--- src/rtl/mc_control_fsm_v2.sv ---
// Multi-cycle RV32I control FSM: sequences fetch/decode/execute/memory/
// writeback, waits on a memory-ready handshake with timeout, flags illegal
// opcodes and bus errors, and counts retired instructions.
module mc_control_fsm_v2 #(
  parameter int CNT_W           = 32,
  parameter int TO_W            = 8,
  parameter int MEM_TIMEOUT     = 200,
  parameter int HALT_ON_ILLEGAL = 1
) (
  input  logic             clk,
  input  logic             reset_n,
  input  logic             run,
  input  logic [6:0]       op,
  input  logic [2:0]       funct3,
  input  logic             mem_ready,
  output logic             PCUpdate,
  output logic             Branch,
  output logic             AddrSrc,
  output logic             MemRead,
  output logic             MemWrite,
  output logic             IRWrite,
  output logic             RegWrite,
  output logic [1:0]       ResultSrc,
  output logic [1:0]       ALUOp,
  output logic [1:0]       ALUSrcA,
  output logic [1:0]       ALUSrcB,
  output logic [2:0]       ImmSrc,
  output logic [4:0]       state,
  output logic             halted,
  output logic             illegal,
  output logic             bus_err,
  output logic [CNT_W-1:0] instret
);

  typedef enum logic [4:0] {
    S_FETCH    = 5'd0,
    S_DECODE   = 5'd1,
    S_MEMADR   = 5'd2,
    S_MEMREAD  = 5'd3,
    S_MEMWB    = 5'd4,
    S_MEMWRITE = 5'd5,
    S_EXEC_R   = 5'd6,
    S_ALUWB    = 5'd7,
    S_EXEC_I   = 5'd8,
    S_JAL      = 5'd9,
    S_BRANCH   = 5'd10,
    S_JALR     = 5'd11,
    S_LUI      = 5'd12,
    S_AUIPC    = 5'd13,
    S_HALT     = 5'd14
  } state_t;

  localparam logic [6:0] OP_LOAD   = 7'b0000011;
  localparam logic [6:0] OP_STORE  = 7'b0100011;
  localparam logic [6:0] OP_R      = 7'b0110011;
  localparam logic [6:0] OP_I      = 7'b0010011;
  localparam logic [6:0] OP_BRANCH = 7'b1100011;
  localparam logic [6:0] OP_JAL    = 7'b1101111;
  localparam logic [6:0] OP_JALR   = 7'b1100111;
  localparam logic [6:0] OP_LUI    = 7'b0110111;
  localparam logic [6:0] OP_AUIPC  = 7'b0010111;

  localparam logic [TO_W-1:0] TO_LAST = TO_W'(MEM_TIMEOUT - 1);

  state_t            state_q, state_d;
  logic [TO_W-1:0]   to_cnt_q;
  logic              in_wait;
  logic              timed_out;
  logic              illegal_set;
  logic              retire;

  // States that wait on the memory handshake, and the timeout condition.
  assign in_wait   = ((state_q == S_FETCH) && run) ||
                     (state_q == S_MEMREAD) || (state_q == S_MEMWRITE);
  assign timed_out = in_wait && !mem_ready && (to_cnt_q == TO_LAST);
  assign state     = state_q;

  // State register, timeout counter, sticky flags and retire counter.
  // NOTE: sequential state uses non-blocking assignments so every register
  // samples pre-edge values regardless of statement order.
  always_ff @(posedge clk) begin
    if (!reset_n) begin
      state_q  <= S_FETCH;
      to_cnt_q <= '0;
      halted   <= 1'b0;
      illegal  <= 1'b0;
      bus_err  <= 1'b0;
      instret  <= '0;
    end else begin
      state_q <= state_d;
      if (in_wait && !mem_ready && !timed_out) to_cnt_q <= to_cnt_q + 1'b1;
      else                                     to_cnt_q <= '0;
      halted  <= halted  | (state_d == S_HALT);
      illegal <= illegal | illegal_set;
      bus_err <= bus_err | timed_out;
      if (retire) instret <= instret + CNT_W'(1);
    end
  end

  // Next-state and datapath control decode.
  // NOTE: every output gets a default first so no path infers a latch.
  always_comb begin
    state_d     = state_q;
    PCUpdate    = 1'b0;
    Branch      = 1'b0;
    AddrSrc     = 1'b0;
    MemRead     = 1'b0;
    MemWrite    = 1'b0;
    IRWrite     = 1'b0;
    RegWrite    = 1'b0;
    ResultSrc   = 2'b00;
    ALUOp       = 2'b00;
    ALUSrcA     = 2'b00;
    ALUSrcB     = 2'b00;
    illegal_set = 1'b0;
    retire      = 1'b0;
    case (state_q)
      S_FETCH: begin
        if (run) begin
          MemRead   = 1'b1;
          ALUSrcB   = 2'b10;
          ResultSrc = 2'b10;
          if (mem_ready) begin
            IRWrite  = 1'b1;
            PCUpdate = 1'b1;
            state_d  = S_DECODE;
          end else if (timed_out) begin
            state_d = S_HALT;
          end
        end
      end
      S_DECODE: begin
        ALUSrcA = 2'b01;
        ALUSrcB = 2'b01;
        case (op)
          OP_LOAD, OP_STORE: state_d = S_MEMADR;
          OP_R:              state_d = S_EXEC_R;
          OP_I:              state_d = S_EXEC_I;
          OP_JAL:            state_d = S_JAL;
          OP_LUI:            state_d = S_LUI;
          OP_AUIPC:          state_d = S_AUIPC;
          OP_BRANCH: begin
            if (funct3 != 3'b010 && funct3 != 3'b011) state_d = S_BRANCH;
            else                                      illegal_set = 1'b1;
          end
          OP_JALR: begin
            if (funct3 == 3'b000) state_d = S_JALR;
            else                  illegal_set = 1'b1;
          end
          default: illegal_set = 1'b1;
        endcase
        if (illegal_set) state_d = (HALT_ON_ILLEGAL != 0) ? S_HALT : S_FETCH;
      end
      S_MEMADR: begin
        ALUSrcA = 2'b10;
        ALUSrcB = 2'b01;
        state_d = op[5] ? S_MEMWRITE : S_MEMREAD;
      end
      S_MEMREAD: begin
        AddrSrc = 1'b1;
        MemRead = 1'b1;
        if (mem_ready)      state_d = S_MEMWB;
        else if (timed_out) state_d = S_HALT;
      end
      S_MEMWB: begin
        RegWrite  = 1'b1;
        ResultSrc = 2'b01;
        retire    = 1'b1;
        state_d   = S_FETCH;
      end
      S_MEMWRITE: begin
        AddrSrc  = 1'b1;
        MemWrite = 1'b1;
        if (mem_ready) begin
          retire  = 1'b1;
          state_d = S_FETCH;
        end else if (timed_out) begin
          state_d = S_HALT;
        end
      end
      S_EXEC_R: begin
        ALUSrcA = 2'b10;
        ALUOp   = 2'b10;
        state_d = S_ALUWB;
      end
      S_EXEC_I: begin
        ALUSrcA = 2'b10;
        ALUSrcB = 2'b01;
        ALUOp   = 2'b10;
        state_d = S_ALUWB;
      end
      S_LUI: begin
        ALUSrcA = 2'b11;
        ALUSrcB = 2'b01;
        state_d = S_ALUWB;
      end
      S_AUIPC: begin
        ALUSrcA = 2'b01;
        ALUSrcB = 2'b01;
        state_d = S_ALUWB;
      end
      S_JALR: begin
        ALUSrcA = 2'b10;
        ALUSrcB = 2'b01;
        state_d = S_JAL;
      end
      S_JAL: begin
        PCUpdate = 1'b1;
        ALUSrcA  = 2'b01;
        ALUSrcB  = 2'b10;
        state_d  = S_ALUWB;
      end
      S_ALUWB: begin
        RegWrite = 1'b1;
        retire   = 1'b1;
        state_d  = S_FETCH;
      end
      S_BRANCH: begin
        Branch  = 1'b1;
        ALUSrcA = 2'b10;
        ALUOp   = 2'b01;
        retire  = 1'b1;
        state_d = S_FETCH;
      end
      S_HALT:  state_d = S_HALT;
      default: state_d = S_HALT;
    endcase
  end

  // Immediate format select, decoded from the opcode in every state.
  always_comb begin
    case (op)
      OP_STORE:         ImmSrc = 3'b001;
      OP_BRANCH:        ImmSrc = 3'b010;
      OP_JAL:           ImmSrc = 3'b011;
      OP_LUI, OP_AUIPC: ImmSrc = 3'b100;
      default:          ImmSrc = 3'b000;
    endcase
  end

endmodule

--- config.mk ---
export PLATFORM = sky130hd
export DESIGN_NAME = mc_control_fsm_v2
export DESIGN_NICKNAME = d
export VERILOG_FILES = /design/src/rtl/mc_control_fsm_v2.sv
export SDC_FILE = /design/constraint.sdc
export NUM_CORES = 1
export LEC_CHECK = 0
export CAP_MARGIN = 20
export CORE_ASPECT_RATIO = 1.1
export CORE_UTILIZATION = 55
export DETAILED_ROUTE_END_ITERATION = 12
export DONT_BUFFER_PORTS = 1
export PLACE_DENSITY = 0.7
export SLEW_MARGIN = 10
export SYNTH_ARGS = -nofsm -noshare
export SYNTH_HDL_FRONTEND = slang
export SYNTH_SLANG_ARGS = --single-unit
--- constraint.sdc ---
create_clock -name clk -period 2.05 [get_ports clk]
set_input_delay 0.41 -clock clk [delete_from_list [all_inputs] [get_ports clk]]
set_output_delay 0.41 -clock clk [all_outputs]
set_load 0.02 [all_outputs]
==> run summary, run 1 <==
Status: completed
Synth top area cells: dfxtp_1 (34%), xor2_1 (6.2%), and2_1 (4.6%), nand2_1 (3.6%), xnor2_1 (3.4%)
Detailed Route WL: 6800 um
VDD IR max: 0.000400 V
Final setup vio count: 0
Worst EP arrival: 1.63 ns
Fillcell total: 410
Area share of the largest cell type after synthesis: 33.9%
Synth warn: 0
Bufs and invs on worst path: 2
First-pass DRT Iterations: 4
Routed Antenna Nets: 0
CP Cell Sequence: buf_12 -> or3_4 -> nor4b_4 -> buf_4
Yosys reg bits: 48
Nets: 411
Area grow syn2layout: 26.3%
Count leader, synth: dfxtp_1
Tcrit/Tclk final: 99.6%
Crit path launch: state[2]
Biggest area consumer among synthesized cells: dfxtp_1
Row Count: 27
MaxCap Viol Count: 0
Synth Instances: 346
Initial antenna violation count: 0
Crit Reg-Reg Endpoint: halted
# DRC: 0
Power per Cell Area: 523 nW/um^2
RR Startpoint: state[0]
Number of enable flip-flop cells after synthesis: 0
First-pass GRT wire length: 11200 um
Number of top-level pins: 72
Synthesized area per cell: 8.19 um^2
Longest Clk Path Bufs: 2
Clk_skew: 0.00615 ns
Via-to-Cell Ratio: 5.88
Vias in the first global route: 2511
Yosys cell types: 60
Root buffer selected by CTS: clkbuf_8
RSZ-0062 raised after global routing: true
N_diodes: 0
Flop2flop setup slack: 0.03 ns
Cell Count Post-Placement: 443
Top post-synthesis cells by count: dfxtp_1 (48), nand2_1 (27), and2_1 (21), nor2_1 (20), xor2_1 (20)
Non-filler instance count after layout: 454
CTS clk-pin slew, worst paths: 0.09 ns
Final hold violation count: 0
DIE AREA: 5450 um^2
Hold path start: reset_n
Share of layout cells above drive strength 1: 27.3%
CTS tree: yes
Final Critical Period: 2.04 ns
CP max FO: 15
CP max-delay cell: or3_4
Max Freq: 0.490 GHz
Worst Hold Path Cells: 1
Clock sinks: 48
Initial Util: 57.1%
IO Port Bufs: 0
DR iter-0 viols: 75
Pin count of the biggest net entering global routing: 44
Post-DP HPWL: 4920 um
FF-to-FF path depth: 9
Hold/Removal Path Class: in2reg
Netlist Area Pre-Place: 2840 um^2
Die height: 77.3 um
Horiz. Die Dim: 70.5 um
Core Box Area: 4970 um^2
Crit Path Class: reg2out
Drt wl/cell: 15.0 um
Sequential fraction of the synthesis area: 33.9%
Vias: 2671
Overflow after GRT: 0
Clock Latency Late Sink: 0.30 ns
WHS: 0.223 ns
Crit. End Element: output port
CP Data Required Time: 1.64 ns
Leakage power: 1.46 nW
Asr flop ratio synth: 0%
Setup TNS: 0 ns
GP Congestion: 0.807
Hold endpoint: instret[30]
CTS H-tree lvls: 2
Max incr delay on CP: 0.37 ns
Tot GR Track Use: 25.1%
Synth Net Count: 362
Top Family by Delay on Critical Path: simple AND/OR/NAND/NOR gates
CP startpoint kind: flip-flop
Dominant register cell in the synthesized netlist: dfxtp_1
Count of pins over their slew limit: 0
CTS Buf Count: 5
timing repair:
item,in CTS,in global routing
gates resized for setup,11,23
endpoints found under the hold margin,0,0
hold buffers,0,0
endpoints found under the setup margin,5,22
pin swaps,1,5
buffers inserted,2,1
state kept, by name, summed over array words and instances (netlist names):
register	count
instret	32
state	5
halted	1
bus_err	1
to_cnt_q	8
illegal	1
placed cells by master, fill, tap and decap left out, types with 13 or more instances in the layout:
cell type,n
dfxtp_1,44
inv_1,15
nor2_1,18
and2_1,21
buf_4,56
nand2_1,26
xor2_1,20
nand3_1,15
o21ai_0,13
layer usage:
metal / wire (um) / global-route usage (%) / part of all wire [%]
met1: 2730 / 27.9 / 40
met2: 3580 / 45.7 / 53
met3: 401 / 6.96 / 5.9
met4: 85 / 7.60 / 1.2
met5: 0 / 0 / 0
logic make-up after synthesis:
logic type / count (synthesis) / share of synthesized area [%]
flip-flops: 48 / 33.9
AND/OR/NAND/NOR: 166 / 34.5
multiplexers: 5 / 1.77
other: 1 / 0.132
buffers and inverters: 36 / 5.30
adder cells (fa/ha/maj): 2 / 0.882
XOR/XNOR: 31 / 9.58
AO/OA/AOI/OAI: 57 / 14.0
how the worst max path moves through the flow:
stage / to / depth (start not counted)
after floorplan: ImmSrc[0] / 3
after global placement: instret[31] / 7
after CTS: ResultSrc[1] / 4
final: ResultSrc[1] / 4
after detailed placement: instret[31] / 7
after global routing: MemRead / 6
power by group:
part	internal [W]	total [W]	switching, W
registers	0.000945	0.000968	0.0000225
clock network	0.000276	0.000601	0.000325
logic	0.000130	0.000304	0.000175
total	0.00135	0.00187	0.000522
cell type report:
type | count | area, um^2 | area share, %
Tap cell | 58 | 72.6 | 2.03
Clock buffer | 6 | 82.6 | 2.31
Multi-Input combinational cell | 262 | 1880 | 52.5
Timing Repair Buffer | 61 | 498 | 13.9
Inverter | 17 | 63.8 | 1.78
Clock inverter | 2 | 13.8 | 0.384
Sequential cell | 48 | 971 | 27.1
per-stage QoR:
step | worst slack, ns | util (%) | cell area [um^2] | power (W)
5_1_grt | -0.0541 | 72.1 | 3580 | 0.00195
3_5_place_dp | 0.0101 | 66.7 | 3310 | 0.00125
6_report | 0.00727 | 72.1 | 3580 | 0.00187
4_1_cts | 0.00415 | 69.6 | 3460 | 0.00186
3_3_place_gp | 0.0266 | 66.7 | 3310 | 0.00125
2_1_floorplan | -0.159 | - | 2880 | 0.00119
Note: power is estimated with default switching activity, not from simulation.
==> run 2: changes to the inputs <==
CTS_CLUSTER_SIZE = 25   (was not set)
==> results of run 2 <==
No change in the layout: final DEF, timing and power equal those of run 1.
